`src/rtl/decode_pkg.sv`:
```
// Shared types for the registered decode stage: opcode/subop encodings,
// the ALU operation enum and the control bundle carried to execute.
package decode_pkg;

    // Bundle fields are sized for the largest supported configuration.
    localparam int ADDR_MAX_W = 8;
    localparam int IMM_MAX_W  = 8;

    localparam logic [2:0] OP_RTYPE = 3'b000;
    localparam logic [2:0] OP_MEM   = 3'b001;
    localparam logic [2:0] OP_ADD   = 3'b010;
    localparam logic [2:0] OP_ADDI  = 3'b011;
    localparam logic [2:0] OP_TR    = 3'b100;
    localparam logic [2:0] OP_HALT  = 3'b111;

    localparam logic [1:0] SUB_AND = 2'b00;
    localparam logic [1:0] SUB_SLT = 2'b01;
    localparam logic [1:0] SUB_OR  = 2'b10;
    localparam logic [1:0] SUB_JR  = 2'b11;

    localparam logic [1:0] SUB_LW  = 2'b00;
    localparam logic [1:0] SUB_SW  = 2'b01;
    localparam logic [1:0] SUB_SRL = 2'b10;
    localparam logic [1:0] SUB_SRA = 2'b11;

    typedef enum logic [2:0] {
        ALU_AND  = 3'd0,
        ALU_SLT  = 3'd1,
        ALU_OR   = 3'd2,
        ALU_ADD  = 3'd3,
        ALU_SRL  = 3'd4,
        ALU_SRA  = 3'd5,
        ALU_PASS = 3'd6
    } alu_op_e;

    typedef struct packed {
        alu_op_e               alu_op;
        logic [ADDR_MAX_W-1:0] rs;
        logic [ADDR_MAX_W-1:0] rt;
        logic [ADDR_MAX_W-1:0] rd;
        logic [IMM_MAX_W-1:0]  imm;
        logic                  reg_read;
        logic                  reg_write;
        logic                  sel_imm;
        logic                  branch;
        logic                  mem_read;
        logic                  mem_write;
        logic                  mem2reg;
        logic                  illegal;
    } ctrl_t;

endpackage

```
`src/rtl/decode_stage_if.sv`:
```
// Fetch-side and execute-side signals of the decode stage; the stage uses the
// slave view, its environment the master view.
interface decode_stage_if #(
    parameter int RA          = 4,
    parameter int INSTR_WIDTH = 9,
    parameter int IMM_WIDTH   = 3,
    parameter int CNT_WIDTH   = 16
);
    logic                   in_valid;
    logic                   in_ready;
    logic [INSTR_WIDTH-1:0] instruction;
    logic                   flush;
    logic                   out_valid;
    logic                   out_ready;
    logic [2:0]             alu_op;
    logic [RA-1:0]          rs_addr;
    logic [RA-1:0]          rt_addr;
    logic [RA-1:0]          rd_addr;
    logic [IMM_WIDTH-1:0]   imm;
    logic                   reg_read;
    logic                   reg_write;
    logic                   sel_imm;
    logic                   branch;
    logic                   mem_read;
    logic                   mem_write;
    logic                   mem2reg;
    logic                   illegal;
    logic                   halted;
    logic [CNT_WIDTH-1:0]   retired;

    modport master (
        output in_valid, instruction, flush, out_ready,
        input  in_ready, out_valid, alu_op, rs_addr, rt_addr, rd_addr, imm,
               reg_read, reg_write, sel_imm, branch, mem_read, mem_write,
               mem2reg, illegal, halted, retired
    );

    modport slave (
        input  in_valid, instruction, flush, out_ready,
        output in_ready, out_valid, alu_op, rs_addr, rt_addr, rd_addr, imm,
               reg_read, reg_write, sel_imm, branch, mem_read, mem_write,
               mem2reg, illegal, halted, retired
    );

endinterface

```
`src/rtl/decode_comb.sv`:
```
// Pure combinational instruction decoder: instruction word in, control
// bundle out. Register addresses are formed at RA width and clamped.
module decode_comb
    import decode_pkg::*;
#(
    parameter int NUM_REGS    = 12,
    parameter int INSTR_WIDTH = 9
) (
    input  logic [INSTR_WIDTH-1:0] instruction,
    output ctrl_t                  ctrl
);
    localparam int RA = $clog2(NUM_REGS);

    logic [2:0] op;
    logic [5:0] f;

    assign op = instruction[INSTR_WIDTH-1 -: 3];
    assign f  = instruction[5:0];

    // Sums wrap at RA bits first, then anything past the last register clamps to it.
    function automatic logic [ADDR_MAX_W-1:0] reg_addr(input logic [RA-1:0] base,
                                                       input logic [RA-1:0] offs);
        logic [RA-1:0] sum;
        sum = base + offs;
        if ({1'b0, sum} > (RA+1)'(NUM_REGS - 1)) begin
            sum = RA'(NUM_REGS - 1);
        end
        return ADDR_MAX_W'(sum);
    endfunction

    always_comb begin
        ctrl        = '0;
        ctrl.alu_op = ALU_AND;
        ctrl.rs     = reg_addr(RA'(f[5:4]), RA'(4));
        ctrl.rt     = reg_addr(RA'(f[3:2]), RA'(0));
        ctrl.rd     = reg_addr(RA'(11), RA'(0));

        case (op)
            OP_RTYPE: begin
                ctrl.reg_read = 1'b1;
                case (f[1:0])
                    SUB_AND: begin ctrl.alu_op = ALU_AND; ctrl.reg_write = 1'b1; end
                    SUB_SLT: begin ctrl.alu_op = ALU_SLT; ctrl.reg_write = 1'b1; end
                    SUB_OR:  begin ctrl.alu_op = ALU_OR;  ctrl.reg_write = 1'b1; end
                    default: begin ctrl.alu_op = ALU_PASS; ctrl.branch = 1'b1; end
                endcase
            end
            OP_MEM: begin
                ctrl.reg_read = 1'b1;
                case (f[1:0])
                    SUB_LW: begin
                        ctrl.alu_op    = ALU_PASS;
                        ctrl.mem_read  = 1'b1;
                        ctrl.mem2reg   = 1'b1;
                        ctrl.reg_write = 1'b1;
                        ctrl.rd        = reg_addr(RA'(f[5:4]), RA'(4));
                    end
                    SUB_SW: begin
                        ctrl.alu_op    = ALU_PASS;
                        ctrl.mem_write = 1'b1;
                    end
                    SUB_SRL: begin
                        ctrl.alu_op    = ALU_SRL;
                        ctrl.reg_write = 1'b1;
                    end
                    default: begin
                        ctrl.alu_op    = ALU_SRA;
                        ctrl.reg_write = 1'b1;
                    end
                endcase
            end
            OP_ADD: begin
                ctrl.alu_op    = ALU_ADD;
                ctrl.reg_read  = 1'b1;
                ctrl.reg_write = 1'b1;
                ctrl.rd        = reg_addr(RA'(f[1:0]), RA'(8));
            end
            OP_ADDI: begin
                ctrl.alu_op    = ALU_ADD;
                ctrl.imm       = IMM_MAX_W'(f[1:0]);
                ctrl.sel_imm   = 1'b1;
                ctrl.reg_read  = 1'b1;
                ctrl.reg_write = 1'b1;
                ctrl.rd        = reg_addr(RA'(f[5:4]), RA'(4));
            end
            OP_TR: begin
                ctrl.alu_op    = ALU_PASS;
                ctrl.rs        = reg_addr(RA'(f[5:3]), RA'(0));
                ctrl.rd        = reg_addr(RA'(f[2:0]), RA'(4));
                ctrl.reg_read  = 1'b1;
                ctrl.reg_write = 1'b1;
            end
            OP_HALT: begin
            end
            default: begin
                ctrl.illegal = 1'b1;
            end
        endcase
    end

endmodule

```
`src/rtl/decode_stage.sv`:
```
// Registered decode stage between fetch and execute: valid/ready handshake,
// one-entry output register, load-use stall, sticky halt, flush, retired count.
module decode_stage
    import decode_pkg::*;
#(
    parameter int NUM_REGS    = 12,
    parameter int INSTR_WIDTH = 9,
    parameter int IMM_WIDTH   = 3,
    parameter int LOAD_DELAY  = 1,
    parameter int CNT_WIDTH   = 16
) (
    input  logic          clk,
    input  logic          reset_n,
    decode_stage_if.slave bus
);
    localparam int RA = $clog2(NUM_REGS);

    ctrl_t                 dec;
    ctrl_t                 ctrl_q, ctrl_d;
    logic                  out_valid_q, out_valid_d;
    logic [2:0]            stall_q, stall_d;
    logic [ADDR_MAX_W-1:0] lw_rd_q, lw_rd_d;
    logic                  halted_q, halted_d;
    logic [CNT_WIDTH-1:0]  retired_q, retired_d;

    logic                  hazard;
    logic                  in_ready;
    logic                  accept;
    logic                  is_halt;

    decode_comb #(
        .NUM_REGS    (NUM_REGS),
        .INSTR_WIDTH (INSTR_WIDTH)
    ) u_decode_comb (
        .instruction (bus.instruction),
        .ctrl        (dec)
    );

    // Flush also drops in_ready so fetch never sees a handshake that was discarded.
    always_comb begin
        hazard   = (stall_q != '0) && dec.reg_read &&
                   ((dec.rs == lw_rd_q) || ((dec.rt == lw_rd_q) && !dec.sel_imm));
        in_ready = !halted_q && !hazard && !bus.flush && (!out_valid_q || bus.out_ready);
        accept   = bus.in_valid && in_ready;
        is_halt  = (bus.instruction[INSTR_WIDTH-1 -: 3] == OP_HALT);
    end

    always_comb begin
        out_valid_d = out_valid_q;
        ctrl_d      = ctrl_q;
        stall_d     = stall_q;
        lw_rd_d     = lw_rd_q;
        halted_d    = halted_q;
        retired_d   = retired_q;

        if (out_valid_q && bus.out_ready) begin
            retired_d = retired_q + CNT_WIDTH'(1);
        end
        if (stall_q != '0) begin
            stall_d = stall_q - 3'd1;
        end

        if (bus.flush) begin
            out_valid_d = 1'b0;
            stall_d     = '0;
        end else if (accept) begin
            out_valid_d = 1'b1;
            ctrl_d      = dec;
            if (dec.mem_read) begin
                stall_d = 3'(LOAD_DELAY);
                lw_rd_d = dec.rd;
            end
            if (is_halt) begin
                halted_d = 1'b1;
            end
        end else if (bus.out_ready) begin
            out_valid_d = 1'b0;
        end
    end

    always_ff @(posedge clk or negedge reset_n) begin
        if (!reset_n) begin
            out_valid_q <= 1'b0;
            ctrl_q      <= '0;
            stall_q     <= '0;
            lw_rd_q     <= '0;
            halted_q    <= 1'b0;
            retired_q   <= '0;
        end else begin
            out_valid_q <= out_valid_d;
            ctrl_q      <= ctrl_d;
            stall_q     <= stall_d;
            lw_rd_q     <= lw_rd_d;
            halted_q    <= halted_d;
            retired_q   <= retired_d;
        end
    end

    assign bus.in_ready  = in_ready;
    assign bus.out_valid = out_valid_q;
    assign bus.alu_op    = ctrl_q.alu_op;
    assign bus.rs_addr   = ctrl_q.rs[RA-1:0];
    assign bus.rt_addr   = ctrl_q.rt[RA-1:0];
    assign bus.rd_addr   = ctrl_q.rd[RA-1:0];
    assign bus.imm       = ctrl_q.imm[IMM_WIDTH-1:0];
    assign bus.reg_read  = ctrl_q.reg_read;
    assign bus.reg_write = ctrl_q.reg_write;
    assign bus.sel_imm   = ctrl_q.sel_imm;
    assign bus.branch    = ctrl_q.branch;
    assign bus.mem_read  = ctrl_q.mem_read;
    assign bus.mem_write = ctrl_q.mem_write;
    assign bus.mem2reg   = ctrl_q.mem2reg;
    assign bus.illegal   = ctrl_q.illegal;
    assign bus.halted    = halted_q;
    assign bus.retired   = retired_q;

    // Upper bits of the wide bundle fields are always zero in this configuration.
    logic unused_bits;
    assign unused_bits = ^{ctrl_q.rs, ctrl_q.rt, ctrl_q.rd, ctrl_q.imm};

endmodule

```
`src/flat_wrapper.sv`:
```
// flat-port wrapper written by rule: the top's interface ports become plain ports
module decode_stage_flat import decode_pkg::*;
#(
    parameter int NUM_REGS    = 12,
    parameter int INSTR_WIDTH = 9,
    parameter int IMM_WIDTH   = 3,
    parameter int LOAD_DELAY  = 1,
    parameter int CNT_WIDTH   = 16
)
  (clk, reset_n, bus_in_valid, bus_instruction, bus_flush, bus_out_ready, bus_in_ready, bus_out_valid, bus_alu_op, bus_rs_addr, bus_rt_addr, bus_rd_addr, bus_imm, bus_reg_read, bus_reg_write, bus_sel_imm, bus_branch, bus_mem_read, bus_mem_write, bus_mem2reg, bus_illegal, bus_halted, bus_retired);
  decode_stage_if #(.RA((4)), .INSTR_WIDTH(INSTR_WIDTH), .IMM_WIDTH(IMM_WIDTH), .CNT_WIDTH(CNT_WIDTH)) bus_i ();
  input  logic clk;
  input  logic reset_n;
  input wire logic [$bits(bus_i.in_valid)-1:0] bus_in_valid;
  input wire logic [$bits(bus_i.instruction)-1:0] bus_instruction;
  input wire logic [$bits(bus_i.flush)-1:0] bus_flush;
  input wire logic [$bits(bus_i.out_ready)-1:0] bus_out_ready;
  output wire logic [$bits(bus_i.in_ready)-1:0] bus_in_ready;
  output wire logic [$bits(bus_i.out_valid)-1:0] bus_out_valid;
  output wire logic [$bits(bus_i.alu_op)-1:0] bus_alu_op;
  output wire logic [$bits(bus_i.rs_addr)-1:0] bus_rs_addr;
  output wire logic [$bits(bus_i.rt_addr)-1:0] bus_rt_addr;
  output wire logic [$bits(bus_i.rd_addr)-1:0] bus_rd_addr;
  output wire logic [$bits(bus_i.imm)-1:0] bus_imm;
  output wire logic [$bits(bus_i.reg_read)-1:0] bus_reg_read;
  output wire logic [$bits(bus_i.reg_write)-1:0] bus_reg_write;
  output wire logic [$bits(bus_i.sel_imm)-1:0] bus_sel_imm;
  output wire logic [$bits(bus_i.branch)-1:0] bus_branch;
  output wire logic [$bits(bus_i.mem_read)-1:0] bus_mem_read;
  output wire logic [$bits(bus_i.mem_write)-1:0] bus_mem_write;
  output wire logic [$bits(bus_i.mem2reg)-1:0] bus_mem2reg;
  output wire logic [$bits(bus_i.illegal)-1:0] bus_illegal;
  output wire logic [$bits(bus_i.halted)-1:0] bus_halted;
  output wire logic [$bits(bus_i.retired)-1:0] bus_retired;
  assign bus_i.in_valid = bus_in_valid;
  assign bus_i.instruction = bus_instruction;
  assign bus_i.flush = bus_flush;
  assign bus_i.out_ready = bus_out_ready;
  assign bus_in_ready = bus_i.in_ready;
  assign bus_out_valid = bus_i.out_valid;
  assign bus_alu_op = bus_i.alu_op;
  assign bus_rs_addr = bus_i.rs_addr;
  assign bus_rt_addr = bus_i.rt_addr;
  assign bus_rd_addr = bus_i.rd_addr;
  assign bus_imm = bus_i.imm;
  assign bus_reg_read = bus_i.reg_read;
  assign bus_reg_write = bus_i.reg_write;
  assign bus_sel_imm = bus_i.sel_imm;
  assign bus_branch = bus_i.branch;
  assign bus_mem_read = bus_i.mem_read;
  assign bus_mem_write = bus_i.mem_write;
  assign bus_mem2reg = bus_i.mem2reg;
  assign bus_illegal = bus_i.illegal;
  assign bus_halted = bus_i.halted;
  assign bus_retired = bus_i.retired;
  decode_stage #(.NUM_REGS(NUM_REGS), .INSTR_WIDTH(INSTR_WIDTH), .IMM_WIDTH(IMM_WIDTH), .LOAD_DELAY(LOAD_DELAY), .CNT_WIDTH(CNT_WIDTH)) u_core (.clk(clk), .reset_n(reset_n), .bus(bus_i));
endmodule
```
`config.mk`:
```
export PLATFORM = sky130hd
export DESIGN_NAME = decode_stage_flat
export DESIGN_NICKNAME = d
export VERILOG_FILES = /design/src/rtl/decode_pkg.sv /design/src/rtl/decode_stage_if.sv /design/src/rtl/decode_comb.sv /design/src/rtl/decode_stage.sv /design/src/flat_wrapper.sv
export SDC_FILE = /design/constraint.sdc
export NUM_CORES = 1
export LEC_CHECK = 0
export ABC_AREA = 1
export ABC_CLOCK_PERIOD_IN_PS = 2200
export CORE_UTILIZATION = 30
export CTS_BUF_LIST = sky130_fd_sc_hd__clkbuf_8
export CTS_CLUSTER_DIAMETER = 80
export DETAILED_ROUTE_END_ITERATION = 7
export GPL_TIMING_DRIVEN = 0
export PLACE_DENSITY = 0.51
export SLEW_MARGIN = 10
export SYNTH_ARGS = -nofsm -noshare
export SYNTH_HDL_FRONTEND = slang
export SYNTH_SLANG_ARGS = --single-unit
```
`constraint.sdc`:
```
create_clock -name clk -period 2.2 [get_ports clk]
set_input_delay 0.55 -clock clk [delete_from_list [all_inputs] [get_ports clk]]
set_output_delay 0.55 -clock clk [all_outputs]
set_load 0.01 [all_outputs]
```
# Word-level counts from Yosys, hierarchy flattened
# Cells that the tools add are included.
# op_classes
reduce_logical	27
bitwise	1
n_mux	29
eq_ne	9
addsub	5
order_cmp	5
# ops
operator	n
two-way mux 4 bit	7
adder 16 x 1 -> 16 bit, second input constant	1
== test 4 x 8 -> 1 bit	2
one-hot mux 4 bit (4 select lines)	1
two-way mux 3 bit	5
> comparator 4 bit, second input constant	3
one-hot mux 3 bit (4 select lines)	1
two-way mux 1 bit	11
one-hot mux 3 bit (3 select lines)	1
logical AND 1 bit	8
== test 3 x 2 -> 1 bit, second input constant	2
== test 3 bit, second input constant	2
one-hot mux 2 bit (3 select lines)	1
AND reduction 3 bit	2
nonzero test 3 bit	2
OR reduction 3 bit	2
OR reduction 6 bit	1
zero test 1 bit	5
adder 2 x 3 -> 4 bit, second input constant	1
adder 2 x 4 -> 4 bit, second input constant	1
adder 3 x 3 -> 4 bit, second input constant	1
> comparator 2 x 4 -> 1 bit, second input constant	1
> comparator 3 x 4 -> 1 bit, second input constant	1
one-hot mux 2 bit (2 select lines)	1
other kinds (11)	13
# totals
wordCells	94
ff_bits	54
output_inout_bits	45
input_bits	14

# Depth between registers and ports, before layout
# depth
word_depth	14
ltp_mapped	15
depth_no_buf	13

# By module
# A second synthesis with hierarchy kept.
# unflattened
hier_cells	378
hier_area_um2	3101.7
# modules_own_cells
mod	seq_area_each_um2	cells_each	area_each_um2	n_inst
decode_stage	1376.3	292	2623.8	1
decode_comb	0.0	86	478.0	1

# Worst setup path after synthesis
# Ideal clock, no wire load.
# synth_path
kind	input to output
start	in bus_instruction[8]
end	out bus_in_ready
required_ps	1650
n_path_buf	1
setup_slack_ps	213
cell_stages	10
t_arrival_ps	1437
cell_sequence	buf_2 -> nand2_2 -> nand2_1 -> nand2_1 -> nand2_1 -> nand2_1 -> inv_1 -> nand2_1 -> nand2_2 -> a21oi_2
# synth_between
elab_chain_cells	10
word_cells_on_any_way	19
cone_classes	eq/ne: 5; mux: 3; reduce/logical: 11
# synth_rtl
element	line	text
start, declared	flat_wrapper.sv:15	input wire logic [$bits(bus_i.instruction)-1:0] bus_instruction;
parallel branches: the longest is 5 deep, another holds == test 4 x 8 -> 1 bit	--	
logical AND 1 bit (*)	decode_stage.sv:41	hazard = (stall_q != '0) && dec.reg_read &&
zero test 1 bit (*)	decode_stage.sv:43	in_ready = !halted_q && !hazard && !bus.flush && (!out_valid_q || bus.out_ready);
logical AND 1 bit (*) (3 in series)	decode_stage.sv:43	
end, declared	flat_wrapper.sv:18	output wire logic [$bits(bus_i.in_ready)-1:0] bus_in_ready;
# Mark *: on every way between the ends.

# Worst setup path after layout
# layout_path
start	in bus_instruction[7]
end	out bus_in_ready
# The elaborated chain is that of the path after synthesis.

==> run metrics <==
status=finished, violations left; failing checks=setup timing; Nets=365; # setup viols final=1; post-route insts no fill=448; clk root buf=clkbuf_8; top post-synthesis cells by area=dfrtp_1 51%, nand2_1 12%, inv_1 4.6%; Post-CTS Hold Buffers=0; die width=89.0 um; most common cell after layout, fill and taps aside=nand2_1; clk_lat worst skew=300 ps; CP Capture Type=primary output; Place WS=-1260 ps; final setup skew=4.02 ps; commonest non-fill, non-tap cells in the layout=67 x nand2_1, 46 x dfrtp_1, 43 x clkdlybuf4s50_1, 24 x inv_1, 24 x buf_4; Cell Area, Synth=2270 um2; total grt overflow=0; drt first pass iters=4; row count=31; Placed Instances=420; Layout area overhead=44.5%; Synth Register Bits=46; DR DRC count=0; CP Launch Type=input pin; Avg Synthesized Cell Area=8.56 um2; Final Worst Setup Slack=-9.05 ps; worst hold path class=in -> async; kind of critical path=in -> out; die height=89.0 um; pin count of the biggest net entering global routing=28; internal power=1880 uW; CP startpoint=bus_instruction[7]; number of CTS-inserted buffers=5; share of cells above drive strength 1=19.8%; pwr dens=844 nW/um2; WP data arrival=1660 ps; routed vias/inst=4.48; Sink Count=46; Crit Path Max Fanout=6; Iter 0 DRT Violations=97; Max Clock Freq=453 MHz; Starting Density=31.1%; sw frac=32.0%; H-tree levels=2; Max VDD drop=0.339 mV; Core Area=7290 um2; Synth cell types=30; Logic pwr share=35.5%; Synth top area share=50.7%; min Tclk post-route=2210 ps; WL final=5.49 mm; P_sw=884 uW; count of final hold-check violations=0; Tot GR Track Use=15.0%; sequential share of power=41.9%; post-DR wirelength/cell=12.2 um; launch point of the worst reg-to-reg path=u_core.bus.out_valid$_DFFE_PN0P_; Reg clk slew, reported paths=90 ps; # port buffers=52; first-pass GRT wire length=8.96 mm; vias in the first global route=1,942; cell taking the most area after synthesis=dfrtp_1; diode count=0; RSZ-0062 raised after global routing=yes; Pleak=0.00161 uW; clock network fraction of total power=22.6%; Clock Path Buffers=2; number of routed nets with antenna violations=0; Slew Limit Fails=0; sequential element share of the synthesized area=50.7%; die area=7910 um2; Max-Cap Viols=0; Syn. warnings=0; Gate Count Post-Synth=265; Req. time, crit path=1650 ps; via count=2,007; final worst path period share=100%; gp weighted congestion=0.816; I/O pin count=59; CTS tree=done; Design Power=2770 uW; DP Wirelength=3.96 mm; initial antenna violation count=0
[logic make-up after synthesis]
kind of cell | share of synthesized area, %
xor gates and xnor gates | 6.56
other | 0.165
AOI/OAI and AO/OA | 8.38
buffers and inverters | 8.22
DFF | 50.7
and+or+nand+nor | 24.3
adders and majority gates | 1.65
[path summary, 6_finish.rpt]
| path | endpoint | slack [ps] | cells past startpoint |
|---|---|---|---|
| setup / recovery | bus_in_ready | -9 | 11 |
| setup reg to reg | u_core.bus.retired[15]$_DFFE_PN0P_ | 410 | 9 |
| hold / removal | u_core.bus.retired[2]$_DFFE_PN0P_ | 210 | 1 |
| hold reg to reg | u_core.bus.retired[15]$_DFFE_PN0P_ | 480 | 1 |
| max in group asynchronous | u_core.bus.rs_addr[0]$_DFFE_PN0P_ | 1480 | 2 |
| min in group clk | u_core.bus.retired[15]$_DFFE_PN0P_ | 480 | 1 |
[per-layer routing]
layer / global-route usage (%) / wire [um] / vias up
met2: 27.1 / 2660 / 47
met3: 3.42 / 281 / 8
met5: 0 / 0 / -
li1: - / - / 1009
met4: 3.90 / 74 / 0
met1: 18.2 / 2470 / 943
[synthesized netlist by cell type (all sizes together)]
cell type,number
a211oi,3
a21oi,6
a31oi,1
and3,1
buf,9
clkbuf,2
clkinv,1
conb,1
dfrtp,46
ha,3
inv,28
nand2,73
nand3,21
nand4,5
nor2,21
nor3,6
o21ai,17
o21bai,1
o22ai,2
o31ai,1
xnor2,7
xor2,10
[what timing repair did]
| item | in CTS | in global routing |
|---|---|---|
| cloned | 0 | 0 |
| setup buffers | 16 | 4 |
| setup endpoints to repair | 31 | 5 |
| hold endpoints to repair | 0 | 0 |
| gates resized for setup | 38 | 12 |
| pin swaps | 7 | 10 |
[stage by stage]
stage	hold WS [ps]	area (um2)	TNS, ps	util [%]
5_1_grt	221	3280	-58.2	45.0
4_1_cts	217	3200	-5.61	43.9
6_report	206	3280	-9.05	45.0
2_1_floorplan	254	2280	0	-
3_5_place_dp	466	2940	-17220	40.3
3_3_place_gp	462	2920	-53170	40.1
[flip-flops by register name (all words and copies together) (netlist names)]
| register | flops |
|---|---|
| u_core.bus.retired | 16 |
| u_core.bus.rd_addr | 4 |
| u_core.lw_rd_q | 4 |
| u_core.bus.alu_op | 3 |
| u_core.bus.rs_addr | 3 |
| u_core.stall_q | 3 |
| u_core.bus.imm | 2 |
| u_core.bus.rt_addr | 2 |
| u_core.bus.branch | 1 |
| u_core.bus.halted | 1 |
| u_core.bus.illegal | 1 |
| u_core.bus.mem2reg | 1 |
| u_core.bus.mem_write | 1 |
| u_core.bus.out_valid | 1 |
| u_core.bus.reg_read | 1 |
| u_core.bus.reg_write | 1 |
| u_core.bus.sel_imm | 1 |
[critical path, stage by stage]
cell     delay, ps
buf_12         110
nor2_4         200
nand2_4        100
nand2_4         70
nand3_1         80
nand2_1         80
inv_1           40
nand2_1         70
nand2_2         80
a21oi_4        170
buf_6          120
[power by group through the flow]
| stage | Combinational, uW | Clock (uW) | Sequential (uW) |
|---|---|---|---|
| 2_1_floorplan | 380 | 0 | 1230 |
| 3_3_place_gp | 888 | 0 | 1170 |
| 3_5_place_dp | 904 | 0 | 1170 |
| 4_1_cts | 965 | 650 | 1160 |
| 5_1_grt | 1090 | 678 | 1190 |
| 6_report | 983 | 625 | 1160 |
[area by class of cell]
cell class,instances,area (um2)
Buffer,11,78.8
Fill cell,748,4010
Clock buffer,5,68.8
Inverter,29,109
Clock inverter,3,41.3
Timing Repair Buffer,73,696
Sequential cell,46,1150
Multi-Input combinational cell,182,1010
Tap cell,99,124
Power figures use the tool's default switching activity.
